## src/rtl/ecap5_dproc_pkg.sv

```systemverilog
// ---------------------------------------------------------------------------
// ecap5_dproc_pkg
//   Shared constants and types for the processor front end.
//   NOP_INSTR      : canonical no-op (addi x0, x0, 0) presented on instr_o
//                    whenever no fetched word has been captured yet.
//   ifetch_state_t : fetch stage bus sequencing states.
// ---------------------------------------------------------------------------
package ecap5_dproc_pkg;

  localparam logic [31:0] NOP_INSTR = 32'h00000013;

  // S_REQ  : request presented on the bus (cyc=1, stb=1)
  // S_WAIT : request accepted, waiting for the acknowledge (cyc=1, stb=0)
  // S_HOLD : fetched word offered to decode, bus idle
  typedef enum logic [1:0] {
    S_REQ,
    S_WAIT,
    S_HOLD
  } ifetch_state_t;

endpackage

```

## src/rtl/ifetch.sv

```systemverilog
// ---------------------------------------------------------------------------
// ifetch
//   Instruction fetch stage. Keeps the program counter, fetches one 32-bit
//   word at a time over a pipelined Wishbone read port (at most one request
//   outstanding) and offers it to decode through a valid/ready handshake.
//   A branch redirects the PC and discards any fetch still in flight.
//
// Ports
//   clk_i            : clock, all state updates on the rising edge
//   rst_i            : synchronous reset, active low
//   branch_i         : redirect request from execute (beats everything else)
//   branch_target_i  : redirect target, bits [1:0] forced to 0
//   output_valid_o   : instr_o / pc_o hold a word for decode
//   output_ready_i   : decode accepts the word (low = decode stall)
//   instr_o, pc_o    : fetched instruction and its address
//   wb_adr_o         : Wishbone address (always the PC being fetched)
//   wb_dat_i         : Wishbone read data
//   wb_cyc_o/wb_stb_o: Wishbone cycle / strobe, decoded from the state
//   wb_stall_i       : Wishbone stall, request not taken this cycle
//   wb_ack_i         : Wishbone acknowledge
// ---------------------------------------------------------------------------
module ifetch #(
  parameter logic [31:0] BOOT_ADDRESS = 32'h00000000
) (
  input  logic        clk_i,
  input  logic        rst_i,
  input  logic        branch_i,
  input  logic [31:0] branch_target_i,
  output logic        output_valid_o,
  input  logic        output_ready_i,
  output logic [31:0] instr_o,
  output logic [31:0] pc_o,
  output logic [31:0] wb_adr_o,
  input  logic [31:0] wb_dat_i,
  output logic        wb_cyc_o,
  output logic        wb_stb_o,
  input  logic        wb_stall_i,
  input  logic        wb_ack_i
);

  import ecap5_dproc_pkg::*;

  localparam logic [31:0] BOOT_PC = BOOT_ADDRESS & 32'hFFFF_FFFC;

  ifetch_state_t state_q, state_d;
  logic [31:0]   pc_q, pc_d;
  logic          discard_q, discard_d;
  logic          valid_q, valid_d;
  logic [31:0]   instr_q, instr_d;
  logic [31:0]   pc_out_q, pc_out_d;
  logic [31:0]   target;

  // Instructions are word aligned; the low target bits carry no meaning.
  assign target = branch_target_i & 32'hFFFF_FFFC;

  // ---------------------------------------------------------------------
  // Next-state and registered-output logic
  // ---------------------------------------------------------------------
  always_comb begin
    // NOTE: every variable gets its current value first so that no path
    // through the case leaves one unassigned (which would infer a latch).
    state_d   = state_q;
    pc_d      = pc_q;
    discard_d = discard_q;
    valid_d   = valid_q;
    instr_d   = instr_q;
    pc_out_d  = pc_out_q;

    unique case (state_q)
      S_REQ: begin
        if (branch_i) begin
          pc_d = target;
          // If the old address was taken this cycle its data must be
          // dropped; otherwise the new address simply replaces it.
          if (!wb_stall_i) begin
            discard_d = 1'b1;
            state_d   = S_WAIT;
          end
        end else if (!wb_stall_i) begin
          state_d = S_WAIT;
        end
      end

      S_WAIT: begin
        if (branch_i) begin
          pc_d      = target;
          discard_d = 1'b1;
        end
        if (wb_ack_i) begin
          if (discard_q || branch_i) begin
            // Stale word: throw it away and fetch from the (new) PC.
            discard_d = 1'b0;
            state_d   = S_REQ;
          end else begin
            instr_d  = wb_dat_i;
            pc_out_d = pc_q;
            pc_d     = pc_q + 32'd4;  // wraps modulo 2^32
            valid_d  = 1'b1;
            state_d  = S_HOLD;
          end
        end
      end

      S_HOLD: begin
        // A branch kills the offered word even if decode is not ready.
        if (branch_i) begin
          valid_d = 1'b0;
          pc_d    = target;
          state_d = S_REQ;
        end else if (output_ready_i) begin
          valid_d = 1'b0;
          state_d = S_REQ;
        end
      end

      default: begin
        state_d = S_REQ;
      end
    endcase
  end

  // ---------------------------------------------------------------------
  // State registers
  // ---------------------------------------------------------------------
  always_ff @(posedge clk_i) begin
    // NOTE: state is updated with non-blocking assignments so every
    // register samples the values from before the edge, regardless of
    // statement order.
    if (!rst_i) begin
      state_q   <= S_REQ;
      pc_q      <= BOOT_PC;
      discard_q <= 1'b0;
      valid_q   <= 1'b0;
      instr_q   <= NOP_INSTR;
      pc_out_q  <= BOOT_PC;
    end else begin
      state_q   <= state_d;
      pc_q      <= pc_d;
      discard_q <= discard_d;
      valid_q   <= valid_d;
      instr_q   <= instr_d;
      pc_out_q  <= pc_out_d;
    end
  end

  // ---------------------------------------------------------------------
  // Outputs. The bus strobes decode straight from the state; gating them
  // with rst_i drops an in-flight cycle the moment reset is applied.
  // ---------------------------------------------------------------------
  assign wb_cyc_o       = rst_i && ((state_q == S_REQ) || (state_q == S_WAIT));
  assign wb_stb_o       = rst_i && (state_q == S_REQ);
  assign wb_adr_o       = pc_q;
  assign output_valid_o = valid_q;
  assign instr_o        = instr_q;
  assign pc_o           = pc_out_q;

endmodule

```

## config.mk

```make
export PLATFORM = sky130hd
export DESIGN_NAME = ifetch
export DESIGN_NICKNAME = d
export VERILOG_FILES = /design/src/rtl/ecap5_dproc_pkg.sv /design/src/rtl/ifetch.sv
export SDC_FILE = /design/constraint.sdc
export NUM_CORES = 1
export LEC_CHECK = 0
export ABC_AREA = 1
export CORE_MARGIN = 2
export CORE_UTILIZATION = 46
export CTS_CLUSTER_DIAMETER = 30
export DETAILED_ROUTE_END_ITERATION = 8
export PLACE_DENSITY_LB_ADDON = 0.3
export SYNTH_ARGS = -nofsm -noshare
export SYNTH_HDL_FRONTEND = slang
export SYNTH_SLANG_ARGS = --single-unit
```

## constraint.sdc

```tcl
create_clock -name clk_i -period 2 [get_ports clk_i]
set_clock_uncertainty 0.2 [all_clocks]
set_input_delay 0.4 -clock clk_i [delete_from_list [all_inputs] [get_ports clk_i]]
set_output_delay 0.4 -clock clk_i [all_outputs]
set_load 0.01 [all_outputs]
```

==> impl_results.md <==
* Final hold vios at 0
* Drt drc at 0
* Prevailing post-synth register cell: dfxtp_1
* Final TNS setup at 0 ns
* Post-synth EDFFs at 0
* Tcrit/Tclk final at 0.981
* Combinational share of power at 0.200
* Vias in the first global route at ~5,000
* Required time worst endpoint at around 1.4 ns
* Fraction of registers with async set/reset at 0
* Clock share of power at 0.298
* WS Path Type: flip-flop to primary output
* Max-Cap Viols at 0
* Final non-filler cell total at about 1,100
* Global route overflow at 0
* Port Buffer Count at 166
* Met2 wire length at between 6 and 7 mm
* Initial cell density of the core at 0.467
* Hpwl dp at about 11 mm
* Final worst-path setup slack at approximately 0.038 ns
* Initial antenna violation count at 0
* Cells along the critical path: clkdlybuf4s50_1
* Sequential share of the synthesized area at 0.401
* Dpl ws at -0.0865 ns
* Yosys top cell by area: dfxtp_1
* Post-Route WL at ~15 mm
* Global-route usage over all layers at 0.263
* Synthesis Warnings at 0
* Iter 0 DRT Violations at 250
* Share of post-route cells with drive strength above 1 at 0.112
* Root Driver: clkbuf_8
* First-pass GRT wire length at between 20 and 25 mm
* Synth Register Bits at 100
* Hold WC Path Type: flip-flop to flip-flop
* Antenna diodes at 0
* DR vias at roughly 5,400
* RSZ-0062 raised after global routing: false
* Yosys cell types at 36
* Hold slack at between 0.2 and 0.3 ns
* Pre-antenna DRT Iters at 4
* Die H at roughly 110 µm
* WL/cell at roughly 14 µm
* Switch share at 0.304
* Row cnt at 38
* Startpoint Class: flip-flop
* Setup violations, final at 0
* Largest net degree at the start of global routing at 85
* CP max-delay cell: clkdlybuf4s50_1
* Fmax at 510 MHz
* Netlist Area Pre-Place at 4990 µm²
* Worst-margin pin slew at 0.734 ns
* Seq pwr share at 0.502
* Post-Syn Nets at just over 800
* Switching power at approximately 1.3 mW
* Num CTS Buffers at 9
* CP Capture Type: primary output
* Post-layout minimum cycle time at about 2.0 ns
* PwrDens at ~610 nW/µm²
* Final Total Pwr at around 4.4 mW
* Later-pin clock latency in the skew report at approximately 0.37 ns
* Worst path bufs/invs at 1
* M1 wire length at 6.72 mm
* Maximum VDD drop at between 0.0004 and 0.0005 V
* Num ports at approximately 170
* Hold_buf cts at 0
* Synth Area per Inst at 6.65 µm²
* Placed cells at around 1,100
* Area grow syn2layout at 44.2%
* CTS tree: built
* Top post-synthesis cells by area: dfxtp_1, nand2_1, o21ai_0
* Syn Inst Count at about 750
* Worst Path Arrival at between 1 and 1.5 ns
* Maximum net fanout on the critical path at 4
* Synth top area share at 0.401
* Routed wl met3 at 1.24 mm
* GPL Wtd Cong at ~0.92
* DR top layer: met4
* Worst slew margin at 0.511
* Worst-path clk slew at roughly 0.11 ns
* Cell class contributing the biggest share of worst-path delay: buffers and inverters
* Routed Antenna Nets at 0
* DIE WIDTH at around 110 µm
* Most common cell in the netlist: nand2_1
* Nets at just under 1,000
* Htree depth at 3
* Clk buf depth at 2
* Core area at about 11,000 µm²
* Fillers at approximately 1,000
* Internal power at 3.07 mW
* Clock sinks at 100
* Status: completed
* Leak at between 2 and 3 nW
* Via density at roughly 5.0
* Most instantiated cells after synthesis: nand2_1, nor2_1, o21ai_0
* Area of the die at 11,700 µm²
* Crit-path max cell delay at between 0.5 and 0.6 ns
* Final Max Slew Viols at 0
path summary, 6_finish.rpt:
| kind | start | to | slack [ns] | cells after the start |
|---|---|---|---|---|
| setup / recovery | wb_adr_o[7] | wb_adr_o[7] | 0.04 | 1 |
| hold / removal | wb_adr_o[1] | wb_adr_o[1] | 0.27 | 2 |
| setup reg to reg | wb_adr_o[2] | wb_adr_o[14] | 0.14 | 9 |
| hold reg to reg | wb_adr_o[1] | wb_adr_o[1] | 0.27 | 2 |
state kept, by name, summed over array words and instances (netlist names):
register        flops
instr_o            32
pc_o               32
wb_adr_o           32
state_q             2
discard_q           1
output_valid_o      1
routing by layer:
layer	vias to the layer above	GRT usage
met5	-	0
met4	0	0.0943
met2	176	0.412
met3	23	0.0663
li1	2770	-
met1	2416	0.351
kinds of logic (layout without fill, tap and decap cells):
family,Yosys count,count (layout),share of synthesized area
AO/OA/AOI/OAI,195,195,0.202
buffers and inverters,88,264,0.0807
adder cells (fa/ha/maj),1,1,0.00251
AND/OR/NAND/NOR,356,356,0.294
flip-flops,100,100,0.401
XOR/XNOR,11,11,0.0193
power groups by stage:
stage | combinational, mW | clock (mW) | sequential [mW]
after floorplan | 0.365 | 0 | 2.28
after global placement | 0.874 | 0 | 2.25
after detailed placement | 0.880 | 0 | 2.25
after CTS | 0.884 | 1.34 | 2.21
after global routing | 0.974 | 1.44 | 2.23
final | 0.882 | 1.31 | 2.21
what timing repair did:
item	in CTS	in global routing
setup buffers	0	1
gates resized for setup	18	19
setup endpoints to repair	18	21
pin swaps	0	1
metrics by stage:
step	area [µm²]	utilization
2_1_floorplan	4990	-
3_3_place_gp	6930	0.647
3_5_place_dp	6930	0.647
4_1_cts	7150	0.668
5_1_grt	7200	0.673
6_report	7200	0.673
layout make-up:
class                   count  area (µm²)  share of cell area
clock buffers               9         124              0.0172
clock inverters             7        78.8              0.0109
inverters                  44         165              0.0229
multi-input cells         563        2600               0.361
flip-flops and latches    100        2050               0.285
well taps                 140         175              0.0243
repair buffers            204        2000               0.278
layout by cell type (no fill, tap or decap), drive strengths merged, types with 3 or more instances in the layout:
| master | instances |
|---|---|
| a21oi | 67 |
| a221oi | 3 |
| buf | 39 |
| clkbuf | 9 |
| clkdlybuf4s50 | 162 |
| clkinv | 5 |
| dfxtp | 100 |
| inv | 46 |
| nand2 | 188 |
| nand3 | 21 |
| nor2 | 139 |
| nor3 | 5 |
| o21ai | 119 |
| xor2 | 11 |
No activity file was read; power rests on OpenSTA's default activity.
